--- src/rtl/id_pipe_stage.sv ---
// -----------------------------------------------------------------------------
// id_pipe_stage
//
// Registered RV32I instruction-decode stage. Holds the architectural register
// file, decodes the main control bits and the immediate of the instruction
// offered by fetch, and registers the resulting bundle for execute. Both sides
// use a valid/ready handshake. Also provides:
//   - load-use stalling against the load currently held at the output,
//   - write-through of the writeback port into the operand read (BYPASS=1),
//   - flush of the held and the incoming instruction,
//   - refresh of held operand values when writeback targets them.
//
// Ports
//   clk, rst                 clock, synchronous active-high reset
//   in_valid/in_ready        fetch handshake
//   in_instr, in_pc          instruction word and its PC
//   flush                    drop held bundle and incoming instruction
//   wb_en, wb_rd, wb_data    register-file write port (writeback)
//   out_valid/out_ready      execute handshake
//   out_pc, out_rs1_data, out_rs2_data, out_imm
//                            PC, operand values, sign-extended immediate
//   out_rs1, out_rs2, out_rd register indices, 0 when the field is unused
//   out_funct3, out_funct7b5 raw funct3 and instruction bit 30
//   out_reg_write .. out_illegal
//                            main-control bits
// -----------------------------------------------------------------------------
module id_pipe_stage #(
  parameter int WIDTH     = 32,
  parameter int REG_COUNT = 32,
  parameter bit BYPASS    = 1'b1,
  localparam int AW       = (REG_COUNT > 1) ? $clog2(REG_COUNT) : 1
) (
  input  logic             clk,
  input  logic             rst,

  input  logic             in_valid,
  output logic             in_ready,
  input  logic [31:0]      in_instr,
  input  logic [WIDTH-1:0] in_pc,

  input  logic             flush,

  input  logic             wb_en,
  input  logic [AW-1:0]    wb_rd,
  input  logic [WIDTH-1:0] wb_data,

  output logic             out_valid,
  input  logic             out_ready,
  output logic [WIDTH-1:0] out_pc,
  output logic [WIDTH-1:0] out_rs1_data,
  output logic [WIDTH-1:0] out_rs2_data,
  output logic [WIDTH-1:0] out_imm,
  output logic [AW-1:0]    out_rs1,
  output logic [AW-1:0]    out_rs2,
  output logic [AW-1:0]    out_rd,
  output logic [2:0]       out_funct3,
  output logic             out_funct7b5,
  output logic             out_reg_write,
  output logic             out_mem_read,
  output logic             out_mem_write,
  output logic             out_mem_to_reg,
  output logic             out_alu_src,
  output logic             out_branch,
  output logic             out_jump,
  output logic             out_illegal
);

  // ---------------------------------------------------------------------------
  // Opcodes and immediate formats
  // ---------------------------------------------------------------------------
  localparam logic [6:0] OP_R      = 7'b0110011;
  localparam logic [6:0] OP_IMM    = 7'b0010011;
  localparam logic [6:0] OP_LOAD   = 7'b0000011;
  localparam logic [6:0] OP_STORE  = 7'b0100011;
  localparam logic [6:0] OP_BRANCH = 7'b1100011;
  localparam logic [6:0] OP_LUI    = 7'b0110111;
  localparam logic [6:0] OP_AUIPC  = 7'b0010111;
  localparam logic [6:0] OP_JAL    = 7'b1101111;
  localparam logic [6:0] OP_JALR   = 7'b1100111;

  typedef enum logic [2:0] {
    FMT_NONE,
    FMT_I,
    FMT_S,
    FMT_B,
    FMT_U,
    FMT_J
  } imm_fmt_e;

  // Everything that execute receives, registered as one unit.
  typedef struct packed {
    logic [WIDTH-1:0] pc;
    logic [WIDTH-1:0] rs1_data;
    logic [WIDTH-1:0] rs2_data;
    logic [WIDTH-1:0] imm;
    logic [AW-1:0]    rs1;
    logic [AW-1:0]    rs2;
    logic [AW-1:0]    rd;
    logic [2:0]       funct3;
    logic             funct7b5;
    logic             reg_write;
    logic             mem_read;
    logic             mem_write;
    logic             mem_to_reg;
    logic             alu_src;
    logic             branch;
    logic             jump;
    logic             illegal;
  } bundle_t;

  // ---------------------------------------------------------------------------
  // Register file
  // ---------------------------------------------------------------------------
  logic [WIDTH-1:0] regs [REG_COUNT];
  logic             wb_write;

  assign wb_write = wb_en && (wb_rd != '0);

  // NOTE: the register file is cleared by reset because the architectural
  // state must start at zero; arrays that need no defined start value are
  // better left out of the reset branch so they can map onto RAM.
  always_ff @(posedge clk) begin
    if (rst) begin
      for (int i = 0; i < REG_COUNT; i++) begin
        regs[i] <= '0;
      end
    end else if (wb_write) begin
      // NOTE: all clocked state uses non-blocking assignments so every
      // register samples pre-edge values regardless of process order.
      regs[wb_rd] <= wb_data;
    end
  end

  // ---------------------------------------------------------------------------
  // Main-control decode of the incoming instruction
  // ---------------------------------------------------------------------------
  logic [6:0]       opcode;
  logic             use_rs1;
  logic             use_rs2;
  logic             use_rd;
  imm_fmt_e         imm_fmt;
  logic             c_mem_read;
  logic             c_mem_write;
  logic             c_mem_to_reg;
  logic             c_alu_src;
  logic             c_branch;
  logic             c_jump;
  logic             c_illegal;

  assign opcode = in_instr[6:0];

  // NOTE: every signal driven here gets a default before the case statement,
  // so no path through the block leaves one unassigned and no latch is built.
  always_comb begin
    use_rs1      = 1'b0;
    use_rs2      = 1'b0;
    use_rd       = 1'b0;
    imm_fmt      = FMT_NONE;
    c_mem_read   = 1'b0;
    c_mem_write  = 1'b0;
    c_mem_to_reg = 1'b0;
    c_alu_src    = 1'b0;
    c_branch     = 1'b0;
    c_jump       = 1'b0;
    c_illegal    = 1'b0;
    case (opcode)
      OP_R: begin
        use_rs1 = 1'b1;
        use_rs2 = 1'b1;
        use_rd  = 1'b1;
      end
      OP_IMM: begin
        use_rs1   = 1'b1;
        use_rd    = 1'b1;
        c_alu_src = 1'b1;
        imm_fmt   = FMT_I;
      end
      OP_LOAD: begin
        use_rs1      = 1'b1;
        use_rd       = 1'b1;
        c_alu_src    = 1'b1;
        c_mem_read   = 1'b1;
        c_mem_to_reg = 1'b1;
        imm_fmt      = FMT_I;
      end
      OP_STORE: begin
        use_rs1     = 1'b1;
        use_rs2     = 1'b1;
        c_alu_src   = 1'b1;
        c_mem_write = 1'b1;
        imm_fmt     = FMT_S;
      end
      OP_BRANCH: begin
        use_rs1  = 1'b1;
        use_rs2  = 1'b1;
        c_branch = 1'b1;
        imm_fmt  = FMT_B;
      end
      OP_LUI, OP_AUIPC: begin
        use_rd    = 1'b1;
        c_alu_src = 1'b1;
        imm_fmt   = FMT_U;
      end
      OP_JAL: begin
        use_rd  = 1'b1;
        c_jump  = 1'b1;
        imm_fmt = FMT_J;
      end
      OP_JALR: begin
        use_rs1   = 1'b1;
        use_rd    = 1'b1;
        c_jump    = 1'b1;
        c_alu_src = 1'b1;
        imm_fmt   = FMT_I;
      end
      default: begin
        c_illegal = 1'b1;
      end
    endcase
  end

  // Register indices; only the low AW bits of each 5-bit field are used.
  logic [AW-1:0] dec_rs1;
  logic [AW-1:0] dec_rs2;
  logic [AW-1:0] dec_rd;

  assign dec_rs1 = use_rs1 ? in_instr[15 +: AW] : '0;
  assign dec_rs2 = use_rs2 ? in_instr[20 +: AW] : '0;
  assign dec_rd  = use_rd  ? in_instr[7 +: AW]  : '0;

  // ---------------------------------------------------------------------------
  // Immediate generator; each raw field is sign-extended by a signed cast.
  // ---------------------------------------------------------------------------
  logic [12:0]      b_raw;
  logic [20:0]      j_raw;
  logic [WIDTH-1:0] imm_i;
  logic [WIDTH-1:0] imm_s;
  logic [WIDTH-1:0] imm_b;
  logic [WIDTH-1:0] imm_u;
  logic [WIDTH-1:0] imm_j;
  logic [WIDTH-1:0] dec_imm;

  assign b_raw = {in_instr[31], in_instr[7], in_instr[30:25], in_instr[11:8], 1'b0};
  assign j_raw = {in_instr[31], in_instr[19:12], in_instr[20], in_instr[30:21], 1'b0};

  assign imm_i = WIDTH'($signed(in_instr[31:20]));
  assign imm_s = WIDTH'($signed({in_instr[31:25], in_instr[11:7]}));
  assign imm_b = WIDTH'($signed(b_raw));
  assign imm_u = WIDTH'($signed({in_instr[31:12], 12'h000}));
  assign imm_j = WIDTH'($signed(j_raw));

  always_comb begin
    dec_imm = '0;
    case (imm_fmt)
      FMT_I:   dec_imm = imm_i;
      FMT_S:   dec_imm = imm_s;
      FMT_B:   dec_imm = imm_b;
      FMT_U:   dec_imm = imm_u;
      FMT_J:   dec_imm = imm_j;
      default: dec_imm = '0;
    endcase
  end

  // ---------------------------------------------------------------------------
  // Operand read with optional write-through from the writeback port
  // ---------------------------------------------------------------------------
  logic [WIDTH-1:0] rs1_rdata;
  logic [WIDTH-1:0] rs2_rdata;

  always_comb begin
    rs1_rdata = regs[dec_rs1];
    rs2_rdata = regs[dec_rs2];
    if (BYPASS && wb_write && (wb_rd == dec_rs1)) rs1_rdata = wb_data;
    if (BYPASS && wb_write && (wb_rd == dec_rs2)) rs2_rdata = wb_data;
    // x0 (and every unused operand, whose index is forced to 0) reads zero.
    if (dec_rs1 == '0) rs1_rdata = '0;
    if (dec_rs2 == '0) rs2_rdata = '0;
  end

  bundle_t dec_bundle;

  always_comb begin
    dec_bundle            = '0;
    dec_bundle.pc         = in_pc;
    dec_bundle.rs1_data   = rs1_rdata;
    dec_bundle.rs2_data   = rs2_rdata;
    dec_bundle.imm        = dec_imm;
    dec_bundle.rs1        = dec_rs1;
    dec_bundle.rs2        = dec_rs2;
    dec_bundle.rd         = dec_rd;
    dec_bundle.funct3     = in_instr[14:12];
    dec_bundle.funct7b5   = in_instr[30];
    dec_bundle.reg_write  = use_rd && (dec_rd != '0);
    dec_bundle.mem_read   = c_mem_read;
    dec_bundle.mem_write  = c_mem_write;
    dec_bundle.mem_to_reg = c_mem_to_reg;
    dec_bundle.alu_src    = c_alu_src;
    dec_bundle.branch     = c_branch;
    dec_bundle.jump       = c_jump;
    dec_bundle.illegal    = c_illegal;
  end

  // ---------------------------------------------------------------------------
  // Handshake and hazard detection
  // ---------------------------------------------------------------------------
  bundle_t q;
  logic    valid_q;
  logic    advance;
  logic    hazard;

  assign advance = !valid_q || out_ready;

  // Unused source indices are already forced to 0 and a load into x0 never
  // stalls, so a plain index match implies the operand is really read.
  assign hazard = valid_q && q.mem_read && (q.rd != '0) &&
                  ((dec_rs1 == q.rd) || (dec_rs2 == q.rd));

  // in_valid deliberately stays out of this term.
  assign in_ready = !rst && !flush && advance && !hazard;

  // ---------------------------------------------------------------------------
  // Output bundle register
  // ---------------------------------------------------------------------------
  always_ff @(posedge clk) begin
    if (rst) begin
      valid_q <= 1'b0;
      q       <= '0;
    end else if (flush) begin
      valid_q <= 1'b0;
    end else if (advance) begin
      if (in_valid && in_ready) begin
        q       <= dec_bundle;
        valid_q <= 1'b1;
      end else begin
        valid_q <= 1'b0;
      end
    end else if (wb_write) begin
      // Held bundle (valid and not taken): keep operands in step with the
      // register file so execute does not consume a stale value later.
      if (wb_rd == q.rs1) q.rs1_data <= wb_data;
      if (wb_rd == q.rs2) q.rs2_data <= wb_data;
    end
  end

  assign out_valid      = valid_q;
  assign out_pc         = q.pc;
  assign out_rs1_data   = q.rs1_data;
  assign out_rs2_data   = q.rs2_data;
  assign out_imm        = q.imm;
  assign out_rs1        = q.rs1;
  assign out_rs2        = q.rs2;
  assign out_rd         = q.rd;
  assign out_funct3     = q.funct3;
  assign out_funct7b5   = q.funct7b5;
  assign out_reg_write  = q.reg_write;
  assign out_mem_read   = q.mem_read;
  assign out_mem_write  = q.mem_write;
  assign out_mem_to_reg = q.mem_to_reg;
  assign out_alu_src    = q.alu_src;
  assign out_branch     = q.branch;
  assign out_jump       = q.jump;
  assign out_illegal    = q.illegal;

endmodule
--- config.mk ---
export PLATFORM = sky130hd
export DESIGN_NAME = id_pipe_stage
export DESIGN_NICKNAME = d
export VERILOG_FILES = /design/src/rtl/id_pipe_stage.sv
export SDC_FILE = /design/constraint.sdc
export NUM_CORES = 2
export LEC_CHECK = 0
export ABC_AREA = 0
export CORE_ASPECT_RATIO = 1.5
export CORE_MARGIN = 1.5
export CORE_UTILIZATION = 40
export CTS_BUF_LIST = sky130_fd_sc_hd__clkbuf_16
export CTS_CLUSTER_SIZE = 24
export DETAILED_ROUTE_END_ITERATION = 12
export GPL_ROUTABILITY_DRIVEN = 0
export SLEW_MARGIN = 5
export SYNTH_ARGS = -nofsm -noshare
export SYNTH_HDL_FRONTEND = slang
export SYNTH_SLANG_ARGS = --single-unit
--- constraint.sdc ---
create_clock -name clk -period 4.3 [get_ports clk]
set_input_delay 0.86 -clock clk [delete_from_list [all_inputs] [get_ports clk]]
set_output_delay 0.86 -clock clk [all_outputs]
set_load 0.01 [all_outputs]
==> summary.txt <==
Status
  – Status: finished, final reports clean

Drt
  – First-pass DRT Iterations: 6
  – DRT antenna net count: 0
  – Remaining DRCs: 0
  – Wire per inst: 31.4 µm
  – Via density: 6.41
  – Drt total wl: 250000 µm
  – Vias: 51100
  – Initial DRC Count: 7022

Floorplanning
  – Boundary Pins: 264
  – Core area: 152000 µm²
  – Initial Util: 40.3%
  – Die width: 322 µm
  – Die area: 155000 µm²
  – Height of the chip: 482 µm
  – Row cnt: 175

Global routing
  – Pin count of the biggest net entering global routing: 141
  – Initial antenna violation count: 13
  – GRT Util Overall: 31.4%
  – Vias in the first global route: 49500
  – Global-route wire length before repair: 352000 µm
  – GRT Residual Overflow: 0

Pwr
  – P_sw: 0.00637 W
  – VDD IR max: 0.000315 V
  – Comb power frac: 8.6%
  – Leak: 24.8 nW
  – Part of the power in registers: 52.1%
  – Pwr dens: 357 nW/µm²
  – Cell internal pwr: 0.0193 W
  – Clk pwr share: 39.3%
  – Switching share of power: 24.8%

Logic synthesis
  – Main flop type after synthesis: edfxtp_1
  – Mean area per synthesized cell: 10.8 µm²
  – Post-synthesis sequential area ratio: 55.3%
  – Ys async rst share: 0%
  – Synth Warn #: 0
  – Number of synthesized flops with an enable pin: 1024
  – Flops & latches, synth: 1179
  – Number of library cell types mapped by synthesis: 69
  – Syn Inst Count: 5692
  – Synthesized area: 61200 µm²

Worst setup path
  – Arrival time at the worst endpoint: 4850 ps
  – CP peak stage delay: 480 ps
  – Worst-path cell chain: clkdlybuf4s50_1, buf_4, nand2b_1, buf_4, a2111oi_4, buf_4, buf_12, buf_12, mux2i_1, o221ai_1, nand3_1, a21oi_1, o311ai_0, a311oi_1
  – Crit path launch type: input port
  – WS Path Type: in2reg
  – Worst R2R Start: out_rd[4]
  – CP Capture Type: flip-flop
  – Worst reg2reg path endpoint: out_rs1_data[25]
  – Critical path fanouts, max: 34
  – R2R cell count: 10
  – Worst R2R Setup Slack: 1060 ps
  – WP data required: 4960 ps
  – Max stage delay cell, worst path: a21oi_1
  – Critical path's most frequent cell: buf_4

Worst hold path
  – Hold EP: out_imm[9]
  – Worst min path class: reg2reg
  – Hold_sp: out_imm[9]
  – Hold Crit Depth: 2

Clocking
  – Root Buffer: clkbuf_16
  – Clk sinks: 1179
  – CTS clock-pin slew for the worst setup and hold paths: 60 ps
  – H-tree Lvls: 3
  – CTS tree: yes
  – Hold_buf cts: 0
  – Postcts setup bufs: 0
  – Clock tree buffer depth: 3
  – Clk_lat worst skew: 760 ps
  – TritonCTS Buffers: 110

Layout
  – Number of flip-flops in the largest register: 1024
  – Register with the most flip-flops: regs
  – Final Util: 47.4%
  – Fraction of layout cells with a size suffix above 1: 11.7%
  – Area Overhead vs Synth: 17.5%
  – Final nets: 5937

STA
  – Fin crit period: 4190 ps
  – Fmax: 239 MHz
  – Finish-stage setup viols: 0
  – RSZ-0062 raised after global routing: false
  – Final period util: 97.4%
  – Final Skew: 30.6 ps
  – Rel. slew slack: 12.6%
  – Max Slew Vio Count: 0
  – Endpoints failing hold: 0
  – Worst-margin pin slew: 1310 ps
  – Setup WS post-layout: 113 ps
  – Hold_ws: 452 ps

Flow run
  – # Max-Cap Violations: 0

Place
  – Dpl ws: -438 ps
  – Post-DP HPWL: 157000 µm
  – IO Port Bufs: 263
==> logic make-up after synthesis <==
family                    Yosys count  share of synthesized area (%)
buffers and inverters             614                           3.82
and+or+nand+nor                  2223                           18.9
other                               1                        0.00613
AOI/OAI and AO/OA                1286                           14.9
muxes                             369                           6.81
xor gates and xnor gates           20                          0.286
DFF                              1179                           55.3
==> stage by stage <==
step | std cells | power [W] | area [µm²] | TNS [ps]
floorplan | 5723 | 0.0146 | 61300 | 0
global placement | 7753 | 0.0157 | 68300 | -5330
detailed placement | 7753 | 0.0158 | 68300 | -6100
CTS | 7958 | 0.0257 | 71900 | 0
global route | 7959 | 0.0263 | 71900 | 0
finish | 7961 | 0.0257 | 71900 | 0
==> cell usage after synthesis (all sizes together), types with 24 or more instances <==
master	count	area share [%]
or2	33	0.34
nand2	650	4.0
edfxtp	1024	50
a32oi	29	0.41
dfxtp	155	5.1
mux4	33	1.2
nor2	207	1.3
o22ai	33	0.34
nand3	180	1.5
nand4	51	0.52
o2111ai	27	0.40
a221o	51	0.83
a211oi	96	1.2
mux2	49	0.90
a221oi	302	4.3
o221ai	24	0.34
mux2i	287	4.7
a211o	34	0.49
a31oi	109	1.1
clkbuf	526	3.2
and2	994	10
nor3	47	0.38
buf	77	0.53
a21oi	300	2.5
o21ai	158	1.3
a21o	32	0.39
a22o	32	0.46
==> cell type report <==
cell class,instances,area (µm²)
multi-input cells,3930,25700
clock inverters,93,801
fillers,13600,79800
diodes,3,7.51
flip-flops and latches,1179,33900
clock buffers,112,2800
repair buffers,598,6180
inverters,11,43.8
well taps,2035,2550
==> power by group through the flow <==
stage	Clock, W	Sequential [W]	Combinational [W]
after floorplan	0	0.0135	0.00111
final	0.0101	0.0134	0.00220
after global routing	0.0105	0.0134	0.00230
after CTS	0.0101	0.0134	0.00216
after global placement	0	0.0136	0.00214
after detailed placement	0	0.0136	0.00215
==> layer usage <==
layer  part of all wire (%)  wire (µm)  track usage (%)  up-vias
met4                    6.1      15300             18.4        6
met1                     36      91200             38.7    25000
met3                     11      27500             6.13      905
li1                       -          -                -    21400
met5                  0.012         29                0        -
met2                     46     116000             51.1     3740
==> layout by cell type (no fill, tap or decap), drive strengths merged, types with 33 or more instances in the layout <==
cell / synthesis / layout
edfxtp: 1024 / 1024
and2: 994 / 994
nand2: 650 / 650
buf: 77 / 338
a221oi: 302 / 302
a21oi: 300 / 300
mux2i: 287 / 287
clkdlybuf4s50: 0 / 259
nor2: 207 / 207
nand3: 180 / 180
o21ai: 158 / 158
dfxtp: 155 / 155
clkbuf: 526 / 113
a31oi: 109 / 109
a211oi: 96 / 96
nand4: 51 / 51
a221o: 51 / 51
mux2: 49 / 49
nor3: 47 / 47
clkinv: 3 / 45
inv: 8 / 39
a211o: 34 / 34
o22ai: 33 / 33
mux4: 33 / 33
or2: 33 / 33
==> critical path: cells and delay by family <==
kind            cells  cell delay (ps)
mux                 1              120
buf+inv             6             1570
compound gates      5             1700
simple gates        2              510
==> what timing repair did <==
item | in CTS | in global routing
pin swaps | 0 | 0
hold endpoints to repair | 0 | 0
endpoints found under the setup margin | 1 | 1
gates resized for setup | 2 | 3
==> how the worst max path moves through the flow <==
stage | start | to | cells after the start
6_report | in_instr[4] | out_rs1_data[23] | 14
5_1_grt | in_instr[6] | in_ready | 9
4_1_cts | in_instr[3] | in_ready | 8
3_5_place_dp | in_instr[3] | out_rs1_data[23] | 12
3_3_place_gp | in_instr[3] | out_rs1_data[23] | 12
2_1_floorplan | in_instr[6] | out_rs1_data[25] | 10
Power figures use the tool's default switching activity.
